**src/rtl/tl_ul_pkg.sv**
```systemverilog
// rtl/tl_ul_pkg.sv - TileLink-UL opcodes, D-channel response record and mask helper.
package tl_ul_pkg;

   localparam int SRC_W = 2;

   localparam logic [2:0] PUT_FULL        = 3'd0;
   localparam logic [2:0] PUT_PARTIAL     = 3'd1;
   localparam logic [2:0] GET             = 3'd4;

   localparam logic [2:0] ACCESS_ACK      = 3'd0;
   localparam logic [2:0] ACCESS_ACK_DATA = 3'd1;

   typedef struct packed {
      logic [2:0]       opcode;
      logic [1:0]       size;
      logic [SRC_W-1:0] source;
      logic             denied;
      logic [31:0]      data;
   } d_rsp_t;

   typedef enum logic {
      SLOT_EMPTY,
      SLOT_VALID
   } slot_state_t;

   // Byte lanes a naturally aligned access of 2**size bytes at this offset covers.
   function automatic logic [3:0] full_mask(input logic [1:0] size, input logic [1:0] offset);
      case (size)
         2'd0:    return 4'b0001 << offset;
         2'd1:    return offset[1] ? 4'b1100 : 4'b0011;
         default: return 4'b1111;
      endcase
   endfunction

endpackage

```
**src/rtl/tl_ul_csr_slave_if.sv**
```systemverilog
// rtl/tl_ul_csr_slave_if.sv - TileLink-UL A/D channel bundle between the crossbar port and the CSR slave.
interface tl_ul_csr_slave_if #(
   parameter int SOURCE_W = 2
);
   logic                a_valid;
   logic                a_ready;
   logic [2:0]          a_opcode;
   logic [2:0]          a_param;
   logic [1:0]          a_size;
   logic [SOURCE_W-1:0] a_source;
   logic [11:0]         a_address;
   logic [3:0]          a_mask;
   logic [31:0]         a_data;

   logic                d_valid;
   logic                d_ready;
   logic [2:0]          d_opcode;
   logic [1:0]          d_size;
   logic [SOURCE_W-1:0] d_source;
   logic                d_denied;
   logic [31:0]         d_data;

   modport master (
      output a_valid, a_opcode, a_param, a_size, a_source, a_address, a_mask, a_data, d_ready,
      input  a_ready, d_valid, d_opcode, d_size, d_source, d_denied, d_data
   );

   modport slave (
      input  a_valid, a_opcode, a_param, a_size, a_source, a_address, a_mask, a_data, d_ready,
      output a_ready, d_valid, d_opcode, d_size, d_source, d_denied, d_data
   );
endinterface

```
**src/rtl/tl_ul_rsp_fifo.sv**
```systemverilog
// rtl/tl_ul_rsp_fifo.sv - two-entry D-channel response queue.
// in_ready looks only at occupancy, so the upstream ready never depends on out_ready.
module tl_ul_rsp_fifo
   import tl_ul_pkg::*;
(
   input  logic       clock,
   input  logic       reset_n,
   input  logic       in_valid,
   output logic       in_ready,
   input  d_rsp_t     in_data,
   output logic       out_valid,
   input  logic       out_ready,
   output d_rsp_t     out_data,
   output logic [1:0] count
);
   slot_state_t slot_state [2];
   slot_state_t slot_next  [2];
   d_rsp_t      mem        [2];
   logic        wr_ptr;
   logic        rd_ptr;
   logic        push;
   logic        pop;

   assign count     = {1'b0, slot_state[0] == SLOT_VALID} + {1'b0, slot_state[1] == SLOT_VALID};
   assign in_ready  = (count != 2'd2);
   assign out_valid = (slot_state[rd_ptr] == SLOT_VALID);
   assign out_data  = out_valid ? mem[rd_ptr] : '0;
   assign push      = in_valid & in_ready;
   assign pop       = out_valid & out_ready;

   always_comb begin
      slot_next = slot_state;
      if (push) slot_next[wr_ptr] = SLOT_VALID;
      if (pop)  slot_next[rd_ptr] = SLOT_EMPTY;
   end

   always_ff @(posedge clock or negedge reset_n) begin
      if (!reset_n) begin
         slot_state[0] <= SLOT_EMPTY;
         slot_state[1] <= SLOT_EMPTY;
         wr_ptr        <= 1'b0;
         rd_ptr        <= 1'b0;
      end else begin
         slot_state <= slot_next;
         if (push) wr_ptr <= ~wr_ptr;
         if (pop)  rd_ptr <= ~rd_ptr;
      end
   end

   // Payload needs no reset: out_data is forced to zero whenever the head slot is empty.
   always_ff @(posedge clock) begin
      if (push) mem[wr_ptr] <= in_data;
   end

endmodule

```
**src/rtl/tl_ul_csr_slave.sv**
```systemverilog
// rtl/tl_ul_csr_slave.sv - TileLink-UL slave terminating Get/Put accesses on a bank of 32-bit CSRs.
module tl_ul_csr_slave
   import tl_ul_pkg::*;
#(
   parameter int                   SOURCE_W   = SRC_W,
   parameter int                   REG_COUNT  = 8,
   parameter logic [REG_COUNT-1:0] RO_MASK    = 8'h01,
   parameter logic [31:0]          RESET_VAL0 = 32'h0000_0000
)
(
   input  logic                     clock,
   input  logic                     reset_n,
   tl_ul_csr_slave_if.slave         tl,
   output logic [REG_COUNT-1:0]     reg_wr_pulse,
   output logic [32*REG_COUNT-1:0]  reg_q
);
   localparam int IDX_W = (REG_COUNT > 1) ? $clog2(REG_COUNT) : 1;

   logic [31:0]      regs [REG_COUNT];
   logic             ready_q;
   logic [9:0]       index;
   logic [1:0]       offset;
   logic [IDX_W-1:0] reg_idx;
   logic             is_put;
   logic             is_get;
   logic             op_ok;
   logic             misaligned;
   logic             idx_bad;
   logic             mask_bad;
   logic             err;
   logic             fire;
   logic             wr_en;
   logic             fifo_in_ready;
   logic [1:0]       fifo_count;
   d_rsp_t           rsp_in;
   d_rsp_t           rsp_out;

   assign index   = tl.a_address[11:2];
   assign offset  = tl.a_address[1:0];
   assign reg_idx = index[IDX_W-1:0];

   assign is_put  = (tl.a_opcode == PUT_FULL) || (tl.a_opcode == PUT_PARTIAL);
   assign is_get  = (tl.a_opcode == GET);
   assign op_ok   = is_put || is_get;

   always_comb begin
      misaligned = 1'b1;
      case (tl.a_size)
         2'd0:    misaligned = 1'b0;
         2'd1:    misaligned = offset[0];
         2'd2:    misaligned = |offset;
         default: misaligned = 1'b1;
      endcase
   end

   assign idx_bad  = (index >= 10'(REG_COUNT));
   assign mask_bad = (tl.a_opcode == PUT_FULL) && (tl.a_mask != full_mask(tl.a_size, offset));

   // Index is only trusted for the read-only lookup once it is known to be in range.
   assign err = !op_ok || (tl.a_param != 3'd0) || (tl.a_size == 2'd3) || misaligned ||
                idx_bad || mask_bad || (is_put && !idx_bad && RO_MASK[reg_idx]);

   // ready_q keeps a_ready low until the first clock edge after reset is released.
   assign tl.a_ready = ready_q && (fifo_count != 2'd2);
   assign fire       = tl.a_valid && ready_q && fifo_in_ready;
   assign wr_en      = fire && is_put && !err;

   always_comb begin
      rsp_in        = '0;
      rsp_in.opcode = is_get ? ACCESS_ACK_DATA : ACCESS_ACK;
      rsp_in.size   = tl.a_size;
      rsp_in.source = SRC_W'(tl.a_source);
      rsp_in.denied = err;
      rsp_in.data   = (is_get && !err) ? regs[reg_idx] : 32'h0;
   end

   always_ff @(posedge clock or negedge reset_n) begin
      if (!reset_n) begin
         ready_q <= 1'b0;
      end else begin
         ready_q <= 1'b1;
      end
   end

   always_ff @(posedge clock or negedge reset_n) begin
      if (!reset_n) begin
         for (int i = 0; i < REG_COUNT; i++) begin
            regs[i] <= (i == 0) ? RESET_VAL0 : 32'h0;
         end
         reg_wr_pulse <= '0;
      end else begin
         reg_wr_pulse <= '0;
         if (wr_en) begin
            for (int b = 0; b < 4; b++) begin
               if (tl.a_mask[b]) regs[reg_idx][8*b +: 8] <= tl.a_data[8*b +: 8];
            end
            reg_wr_pulse[reg_idx] <= 1'b1;
         end
      end
   end

   generate
      for (genvar g = 0; g < REG_COUNT; g++) begin : g_reg_q
         assign reg_q[32*g +: 32] = regs[g];
      end
   endgenerate

   tl_ul_rsp_fifo u_rsp_fifo (
      .clock     (clock),
      .reset_n   (reset_n),
      .in_valid  (fire),
      .in_ready  (fifo_in_ready),
      .in_data   (rsp_in),
      .out_valid (tl.d_valid),
      .out_ready (tl.d_ready),
      .out_data  (rsp_out),
      .count     (fifo_count)
   );

   assign tl.d_opcode = rsp_out.opcode;
   assign tl.d_size   = rsp_out.size;
   assign tl.d_source = SOURCE_W'(rsp_out.source);
   assign tl.d_denied = rsp_out.denied;
   assign tl.d_data   = rsp_out.data;

endmodule
```
**src/flat_wrapper.sv**
```systemverilog
// flat-port wrapper written by rule: the top's interface ports become plain ports
module tl_ul_csr_slave_flat import tl_ul_pkg::*;
#(
   parameter int                   SOURCE_W   = SRC_W,
   parameter int                   REG_COUNT  = 8,
   parameter logic [REG_COUNT-1:0] RO_MASK    = 8'h01,
   parameter logic [31:0]          RESET_VAL0 = 32'h0000_0000
)
  (clock, reset_n, reg_wr_pulse, reg_q, tl_a_valid, tl_a_opcode, tl_a_param, tl_a_size, tl_a_source, tl_a_address, tl_a_mask, tl_a_data, tl_d_ready, tl_a_ready, tl_d_valid, tl_d_opcode, tl_d_size, tl_d_source, tl_d_denied, tl_d_data);
  tl_ul_csr_slave_if #(.SOURCE_W(SOURCE_W)) tl_i ();
  input  logic clock;
  input  logic reset_n;
  output logic [REG_COUNT-1:0] reg_wr_pulse;
  output logic [32*REG_COUNT-1:0] reg_q;
  input wire logic [$bits(tl_i.a_valid)-1:0] tl_a_valid;
  input wire logic [$bits(tl_i.a_opcode)-1:0] tl_a_opcode;
  input wire logic [$bits(tl_i.a_param)-1:0] tl_a_param;
  input wire logic [$bits(tl_i.a_size)-1:0] tl_a_size;
  input wire logic [$bits(tl_i.a_source)-1:0] tl_a_source;
  input wire logic [$bits(tl_i.a_address)-1:0] tl_a_address;
  input wire logic [$bits(tl_i.a_mask)-1:0] tl_a_mask;
  input wire logic [$bits(tl_i.a_data)-1:0] tl_a_data;
  input wire logic [$bits(tl_i.d_ready)-1:0] tl_d_ready;
  output wire logic [$bits(tl_i.a_ready)-1:0] tl_a_ready;
  output wire logic [$bits(tl_i.d_valid)-1:0] tl_d_valid;
  output wire logic [$bits(tl_i.d_opcode)-1:0] tl_d_opcode;
  output wire logic [$bits(tl_i.d_size)-1:0] tl_d_size;
  output wire logic [$bits(tl_i.d_source)-1:0] tl_d_source;
  output wire logic [$bits(tl_i.d_denied)-1:0] tl_d_denied;
  output wire logic [$bits(tl_i.d_data)-1:0] tl_d_data;
  assign tl_i.a_valid = tl_a_valid;
  assign tl_i.a_opcode = tl_a_opcode;
  assign tl_i.a_param = tl_a_param;
  assign tl_i.a_size = tl_a_size;
  assign tl_i.a_source = tl_a_source;
  assign tl_i.a_address = tl_a_address;
  assign tl_i.a_mask = tl_a_mask;
  assign tl_i.a_data = tl_a_data;
  assign tl_i.d_ready = tl_d_ready;
  assign tl_a_ready = tl_i.a_ready;
  assign tl_d_valid = tl_i.d_valid;
  assign tl_d_opcode = tl_i.d_opcode;
  assign tl_d_size = tl_i.d_size;
  assign tl_d_source = tl_i.d_source;
  assign tl_d_denied = tl_i.d_denied;
  assign tl_d_data = tl_i.d_data;
  tl_ul_csr_slave #(.SOURCE_W(SOURCE_W), .REG_COUNT(REG_COUNT), .RO_MASK(RO_MASK), .RESET_VAL0(RESET_VAL0)) u_core (.clock(clock), .reset_n(reset_n), .tl(tl_i), .reg_wr_pulse(reg_wr_pulse), .reg_q(reg_q));
endmodule
```
**config.mk**
```make
export PLATFORM = sky130hd
export DESIGN_NAME = tl_ul_csr_slave_flat
export DESIGN_NICKNAME = d
export VERILOG_FILES = /design/src/rtl/tl_ul_pkg.sv /design/src/rtl/tl_ul_csr_slave_if.sv /design/src/rtl/tl_ul_rsp_fifo.sv /design/src/rtl/tl_ul_csr_slave.sv /design/src/flat_wrapper.sv
export SDC_FILE = /design/constraint.sdc
export NUM_CORES = 1
export LEC_CHECK = 0
export CORE_UTILIZATION = 45
export CTS_CLUSTER_DIAMETER = 150
export DETAILED_ROUTE_END_ITERATION = 6
export PLACE_DENSITY = 0.85
export SETUP_SLACK_MARGIN = 0.1
export SLEW_MARGIN = 10
export SYNTH_ARGS = -nofsm -noshare
export SYNTH_HDL_FRONTEND = slang
export SYNTH_SLANG_ARGS = --single-unit
export TNS_END_PERCENT = 5
```
**constraint.sdc**
```tcl
create_clock -name clock -period 2.68 [get_ports clock]
set_input_delay 0.402 -clock clock [delete_from_list [all_inputs] [get_ports clock]]
set_output_delay 0.402 -clock clock [all_outputs]
set_load 0.01 [all_outputs]
```
* Word-level counts from Yosys, hierarchy flattened
Memories as Yosys holds them, arrays and structs flattened. Index checks and enable logic that the tools add are counted. Widths: inputs -> output; s select.
Word-level totals: memory bits (read-only) 8, input port bits 62, register bits 269, memories kept 2, memory bits (writable) 76, output and inout bits 306, word-level logic and storage cells 115
Memories:
- u_core.u_rsp_fifo.mem | words 2, bits a word 38, rd ports 1, clocked after Yosys merged registers in 0, write ports 1, line tl_ul_rsp_fifo.sv:18 | d_rsp_t mem [2];
- (name not given) | words 8, bits a word 1, rd ports 1, clocked after Yosys merged registers in 0, write ports 0, line tl_ul_csr_slave.sv:61 | idx_bad || mask_bad || (is_put && !idx_bad && RO_MASK[reg_idx]);
Cells by class: shift operators 1, equal/unequal tests 7, $add $sub $neg 1, muxes and demuxes 43, reductions and logical operators 28, bitwise gates (word level) 10, $lt $le $gt $ge 9
Operators with widths (number):
- $mux 256 | 7
- $bwmux 256 | 4
- $demux 32 s3 | 4
- $mux 32 | 4
- $bmux 32 s3 | 1
- $mux 40 | 1
- $mux 24 | 1
- $mux 16 | 1
- $mux 8 | 2
- $logic_and 1x1->1 | 13
- $ge 10x4->1 const B | 1
- $mux 1 | 10
- $logic_or 1x1->1 | 8
- $pmux 4 s2 | 1
- $eq 2x2->1 const B | 2
- $ge 2x2->1 const B | 2
- $ge 4x4->1 const B | 1
- $lt 2x1->1 const B | 2
- $lt 3x4->1 const B | 1
- $lt 4x1->1 const B | 1
- $mux 2 | 2
- $mux 4 | 1
- $ne 4x4->1 | 1
- $not 1->2 | 2
- other kinds (21) | 26

* Longest topological paths before layout
Gate-level depths: netlist of run 1.
word-level depth 21, gate-level depth with buffers 10, gate-level depth less buffers 6

* Modules after synthesis
A second synthesis of run 1 with hierarchy kept.
Unflattened totals: cell total of the unflattened synthesis 1056, area total of the unflattened synthesis 14702.9 um2
By module, submodules not included:
- tl_ul_csr_slave | area each 11512.3 um2, instances 1, cells an instance 850, sequential area each 6631.4 um2
- tl_ul_rsp_fifo | area each 3190.6 um2, instances 1, cells an instance 206, sequential area each 2502.4 um2

* Worst setup path after synthesis of run 1
OpenSTA, ideal clock, no wires.
path kind reg2reg, start register u_core.u_rsp_fifo.slot_state[0] (netlist name), end memory u_core.u_rsp_fifo.mem[0][0] (netlist name), enable pin, slack -0.437 ns, arrival time 2.682 ns, clock period less this slack 3.117 ns, required time 2.245 ns, library setup time 0.435 ns, path buffers 0, stages on the path, launching flop included 4, path through dfrtp_1 a21boi_0 nand2_1 nor2_1
Between the ends: cells in the longest elaborated chain, start to end 6
Ends and longest elaborated chain:
- start: declaration | line tl_ul_rsp_fifo.sv:16 | slot_state_t slot_state [2];
- start signal: assignment | line tl_ul_rsp_fifo.sv:44 | slot_state <= slot_next;
- $add 1x1->2 (*) | line tl_ul_rsp_fifo.sv:24 | assign count = {1'b0, slot_state[0] == SLOT_VALID} + {1'b0, slot_state[1] == SLOT_VALID};
- $ne 2x2->1 (*) | line tl_ul_rsp_fifo.sv:25 | assign in_ready = (count != 2'd2);
- $logic_and 1x1->1 | line tl_ul_csr_slave.sv:65 | assign fire = tl.a_valid && ready_q && fifo_in_ready;
- $and 1x1->1 (*) | line tl_ul_rsp_fifo.sv:28 | assign push = in_valid & in_ready;
- $mux 1 (*) | line tl_ul_rsp_fifo.sv:52 | if (push) mem[wr_ptr] <= in_data;
- $mux 1 (not written as such) (*) | line tl_ul_rsp_fifo.sv:52
- end: declaration | line tl_ul_rsp_fifo.sv:18
Every way passes the cells marked *; elsewhere a longest branch is shown, timed or not.

==> impl_metrics.toml, run 1 <==
[timing]
tightest_slew_ns = 0.697
fin_ws_ns = 0.0743
setup_viol_count_final = 0
hold_viol = 0
fin_skew_ns = 0.0203
relSlewSlack_pct = 53.1
min_period_over_period_pct = 97.2
min_period_ns = 2.61
max_freq_mhz = 384
slew_violations = 0
rsz0062_at_grt = "true"

[detailed_routing]
viasPerCell = 5.85
first_pass_iters = 5
drtIter0Drc = 804
dr_total_vias = 11153
drt_wl_total_mm = 48.7
drc = 0
wl_per_cell_um = 25.5
antenna_left = 0

[layout]
num-fill-cells = 2188
syn_to_final_growth_pct = 46.9
nets = 1539
final_util_pct = 67.2
register_area_um2 = 9010
drive_gt1_share_pct = 31.1
multi_input_area_um2 = 5240

[global_route]
grt.overflow.total = 0
grt_pass1_wl_mm = 71.7
grt_pass1_vias = 11612
grt_usage_pct = 29.0
antenna_found_initial = 2
grt_start_max_net_pins = 61

[floorplanning]
dieArea_um2 = 32800
core_um2 = 31600
start_util_pct = 45.8
ios = 368
die_w_um = 181
die_h_um = 181
rows = 65

[power_and_ir_drop]
leakagePower_uw = 0.00960
switching_share_pct = 25.3
ir_drop_v = 0.000544
seqPwrFrac_pct = 42.6
switchingPower_uw = 3340
p_per_area_nw_per_um2 = 622
p_comb_share_pct = 18.3
p_clk_share_pct = 39.2
p_int_uw = 9850

[critical_path]
worstSetupStartpointType = "primary input"
worst-endpoint-required_ns = 3.06
arrival_ns = 2.99
max_stage_delay_ns = 0.64
critPathCaptureType = "flop"
reg2reg_from = "u_core.u_rsp_fifo.slot_state[1]"
slowest_stage = "nor4_1"
crit_top_cell = "buf_4"
path_delay_family = "buffers and inverters"
path_cells = "clkdlybuf4s50_1 > or3_2 > buf_4 > o211ai_1 > nor2_1 > nand2_2 > buf_12 > nor4_1 > buf_4"
cp_num_buf_inv = 4
criticalPathCategory = "primary input to flop"
crit_start = "tl_a_address[3]"
worst-path-max-fanout = 18

[place]
pre_cts_ws_ns = -0.476
dpl.hpwl_mm = 33.4
io_buffers = 365
gp_congestion = 0.894

[logic_synthesis]
syn_area_um2 = 14400
async_reset_ff_share_pct = 78.0
synth_largest_area_cell = "dfrtp_1"
yosysWarnings = 0
synth_edf_count = 76
synth_common_cells = "269 x dfrtp_1, 219 x mux2_2, 84 x o22ai_1"
ys_seq_area_share_pct = 62.4
synth_top_cell_area_share_pct = 46.6
synth_cell_types = 45
yosys_most_used_dff = "dfrtp_1"
synth.area.top_cells = "dfrtp_1 47%, mux2_2 17%, edfxtp_1 16%"
synth.avg_cell_area_um2 = 14.3
syn-instance-count = 1010
yosysMostFrequentCell = "dfrtp_1"
synth_seq_cells = 345

[clock_tree]
cts_buffer_depth = 3
cts.clk_slew.worst_paths_ns = 0.06
insertion_delay_ns = 0.52
cts_root_buffer = "clkbuf_16"
numCtsBuffers = 36
cts_tree = "yes"
cts.htree.levels = 2
cts.sinks = 345

[worst_hold_path]
hp-start = "tl_a_size[0]"
hold_class = "primary input to flop"

[job]
drv_cap = 0

[outcome]
status = "finished clean"
## worst register-to-register path, cell delays in order, from the launching register on
cell and delay [ns]:
dfrtp_1 0.44, a21boi_1 0.22, nand2_2 0.13, a311oi_2 0.26, buf_4 0.16, a31oi_4 0.08, buf_12 0.16, buf_12 0.14
buf_4 0.14, nor3_4 0.21, buf_12 0.17, mux2_2 0.34
## path summary, 6_finish.rpt
path                                                 to  slack [ns]  cells after the start
setup / recovery            u_core.u_rsp_fifo.mem[0][1]        0.07                      9
hold / removal             u_core.u_rsp_fifo.mem[1][35]        0.28                      2
setup reg to reg                      u_core.reg_q[150]        0.15                     11
hold reg to reg                         u_core.reg_q[3]        0.40                      0
max in group asynchronous             u_core.reg_q[222]        1.50                      3
min in group asynchronous              u_core.reg_q[20]        0.44                      2
## cell families (layout without fill, tap and decap cells)
| family | count (synthesis) | in the layout | share of synthesized area [%] |
|---|---|---|---|
| AO/OA/AOI/OAI | 144 | 144 | 7.13 |
| XOR/XNOR | 1 | 1 | 0.0607 |
| buffers and inverters | 90 | 580 | 2.52 |
| flip-flops | 345 | 345 | 62.4 |
| multiplexers | 263 | 263 | 20.2 |
| other | 2 | 6 | 0.0520 |
| AND/OR/NAND/NOR | 165 | 165 | 7.64 |
## layout by cell type (no fill, tap or decap), drive strengths merged, types with 2 or more instances in the layout
| cell type | netlist | layout |
|---|---|---|
| clkdlybuf4s50 | 0 | 357 |
| dfrtp | 269 | 269 |
| mux2 | 224 | 224 |
| buf | 13 | 141 |
| o22ai | 84 | 84 |
| edfxtp | 76 | 76 |
| nor2 | 62 | 62 |
| clkbuf | 67 | 51 |
| mux2i | 39 | 39 |
| nor3 | 32 | 32 |
| nor4 | 25 | 25 |
| o22a | 22 | 22 |
| o221ai | 22 | 22 |
| inv | 10 | 13 |
| nand2 | 12 | 12 |
| or4 | 10 | 10 |
| dlymetal6s2s | 0 | 7 |
| clkinv | 0 | 6 |
| nand3b | 5 | 5 |
| nand3 | 5 | 5 |
| conb | 2 | 4 |
| bufinv | 0 | 4 |
| o21a | 3 | 3 |
| nand2b | 3 | 3 |
| diode | 0 | 2 |
| o211ai | 2 | 2 |
| a21oi | 2 | 2 |
| nand4b | 2 | 2 |
| or3b | 2 | 2 |
| a31oi | 2 | 2 |
## layout make-up
type	instances	share of cell area, %
Antenna cell	2	0.0236
Clock buffer	50	4.98
Clock inverter	13	0.814
Inverter	10	0.177
Multi-Input combinational cell	577	24.7
Sequential cell	345	42.5
Tap cell	402	2.37
Timing Repair Buffer	507	24.4
## per-stage QoR
| stage | power [µW] | hold WS [ns] | instance area, µm² | instances | setup TNS (ns) |
|---|---|---|---|---|---|
| final | 13200 | 0.281 | 21200 | 1906 | 0 |
| after global routing | 13600 | 0.291 | 21200 | 1906 | 0 |
| after CTS | 13200 | 0.405 | 21000 | 1898 | 0 |
| after detailed placement | 8060 | 0.392 | 19700 | 1833 | -96.25 |
| after global placement | 8030 | 0.389 | 19700 | 1833 | -100.81 |
| after floorplan | 6750 | 0.106 | 14500 | 1012 | 0 |
## sequential cells by signal (all words and copies together), names as in the netlist
name                          flops
u_core.reg_q                    256
u_core.u_rsp_fifo.rd_ptr          1
u_core.reg_wr_pulse               8
u_core.u_rsp_fifo.mem            76
u_core.u_rsp_fifo.wr_ptr          1
u_core.u_rsp_fifo.slot_state      2
u_core.ready_q                    1
## power groups by stage
stage | clock network, µW | logic (µW) | registers, µW
after floorplan | 0 | 1060 | 5690
after global placement | 0 | 2330 | 5700
after detailed placement | 0 | 2350 | 5710
after CTS | 5220 | 2400 | 5610
after global routing | 5440 | 2580 | 5620
final | 5170 | 2410 | 5610
## metal layers
layer	vias to the layer above	wire length, µm	global-route usage (%)
li1	4745	-	-
met4	0	1570	11.3
met2	620	23200	46.6
met5	-	0	0
met3	110	4410	6.85
met1	5678	19500	38.0
## timing repair
action                                 CTS  global route
gates resized for setup                  8            34
pin swaps                                0            10
gates cloned                             0             2
endpoints found under the hold margin   55             0
hold buffers                             1             0
setup buffers                            1             4
setup endpoints to repair              193           237
(Power assumes the default switching activity.)
==> run 2: changes to the inputs <==
--- a/config.mk
+++ b/config.mk
@@ -5,6 +5,7 @@
 export SDC_FILE = /design/constraint.sdc
 export NUM_CORES = 1
 export LEC_CHECK = 0
+export CORE_ASPECT_RATIO = 1.75
 export CORE_UTILIZATION = 45
 export CTS_CLUSTER_DIAMETER = 150
 export DETAILED_ROUTE_END_ITERATION = 6
==> run 2 against run 1 <==
Against the previous run:
- cell count down 2.3%
- design area down 1.9%
- register-to-register slack better by 0.04 ns
- fmax about the same
- wire length up 0.74%
- flip-flop and latch count unchanged
- hold slack better by 0.087 ns
- worst setup slack worse by 0.0012 ns
- sequential share of layout area up 0.82 points
- global-route usage up 1.0 points
- highest routed layer unchanged
==> impl_metrics.toml, run 2 (synthesized netlist as in run 1, its figures left out) <==
[worst_hold_path]
hold_class = "primary input to asynchronous set/reset pin"

[clock_tree]
cts_tree = "yes"
cts.clk_slew.worst_paths_ns = 0.07
insertion_delay_ns = 0.58
cts.sinks = 345
cts_root_buffer = "clkbuf_16"
cts_buffer_depth = 3
cts.htree.levels = 1
numCtsBuffers = 29

[global_route]
grt_pass1_wl_mm = 72.4
grt_pass1_vias = 11830
grt_usage_pct = 30.0
antenna_found_initial = 0
grt_start_max_net_pins = 63
grt.overflow.total = 0

[layout]
syn_to_final_growth_pct = 44.1
instances_no_fill = 1863
final_cell_mix = "360 x clkdlybuf4s50_1, 268 x dfrtp_1, 219 x mux2_2"
final_common_cell = "clkdlybuf4s50_1"
largest_reg_flops = 256
num-fill-cells = 2195
nets = 1506
drive_gt1_share_pct = 29.7
antennaDiodeCount = 0

[detailed_routing]
dr_total_vias = 11141
drc = 0
drt_wl_total_mm = 49.0
first_pass_iters = 5
drtIter0Drc = 733
antenna_left = 0
viasPerCell = 5.98
wl_per_cell_um = 26.3

[place]
dpl.hpwl_mm = 34.3
dp_cells = 1807
gp_congestion = 0.984
io_buffers = 365

[timing]
min_period_ns = 2.61
relSlewSlack_pct = 63.9
setup_tns_ns = 0
max_freq_mhz = 384
slew_violations = 0
rsz0062_at_grt = "true"
tightest_slew_ns = 0.541
hold_viol = 0
fin_skew_ns = 0.0174
min_period_over_period_pct = 97.3
hold_slack_ns = 0.368
setup_viol_count_final = 0

[critical_path]
worst-endpoint-required_ns = 2.28
cp_num_buf_inv = 2
path_cells = "buf_8 > mux2i_1 > nor2_2 > clkdlybuf4s50_1"
worst-path-max-fanout = 16
max_stage_delay_ns = 0.48
worstSetupStartpointType = "flop"
path_delay_family = "buffers and inverters"
critPathCaptureType = "output port"
arrival_ns = 2.20
criticalPathCategory = "flop to output port"
slowest_stage = "clkdlybuf4s50_1"
regToRegSetupSlack_ns = 0.19

[power_and_ir_drop]
leakagePower_uw = 0.00928
ir_drop_v = 0.000942
p_per_area_nw_per_um2 = 614

[job]
drv_cap = 0

[floorplanning]
dieArea_um2 = 32800
rows = 86
die_w_um = 137
die_h_um = 239
ios = 368
start_util_pct = 45.8
core_um2 = 31500

[outcome]
status = "finished clean"
## run 2: power breakdown
group	switching, µW	internal [µW]	total (µW)
Combinational	1370	1170	2540
Sequential	80.6	5540	5620
Clock	1930	2690	4620
## run 2: timing repair
item                                   4_1_cts  5_1_grt
cloned                                       0        1
setup buffers                                0        0
setup endpoints to repair                   46      261
hold buffers                                 1        0
resized for setup                           10       21
endpoints found under the hold margin       54        0
## run 2: final cells by class
type	instances	area (µm²)	share of cell area, %
Inverter	10	37.5	0.180
Multi-Input combinational cell	577	5200	25.0
Clock buffer	40	808	3.89
Sequential cell	345	9010	43.3
Timing Repair Buffer	481	5020	24.1
Tap cell	396	495	2.38
Clock inverter	14	225	1.08
## run 2: final timing paths
kind	cells past startpoint	endpoint	startpoint
max in group asynchronous	3	u_core.reg_q[248]	reset_n
min in group clock	0	u_core.reg_q[2]	u_core.reg_q[2]
worst min-delay path	2	u_core.reg_q[18]	reset_n
worst min register to register	0	u_core.reg_q[2]	u_core.reg_q[2]
worst max register to register	9	u_core.reg_q[46]	u_core.u_rsp_fifo.slot_state[1]
worst max-delay path	4	tl_d_data[5]	u_core.u_rsp_fifo.rd_ptr
## run 2: metal layers
layer  track usage (%)  vias to the layer above  part of all wire [%]
met5                 0                        -                     0
met2              50.0                      658                    51
met3              4.62                      210                   6.7
met1              35.9                     5583                    36
li1                  -                     4690                     -
met4              18.6                        0                   6.8
## run 2: stage by stage
stage	util, %	worst slack (ns)	area, µm²	total power, µW
finish	66.0	0.0731	20800	12800
global route	66.0	0.0169	20800	13200
CTS	65.6	0.0634	20700	12800
detailed placement	62.2	-0.486	19600	8160
global placement	62.2	-0.448	19600	8110
floorplan	-	0.118	14500	6750
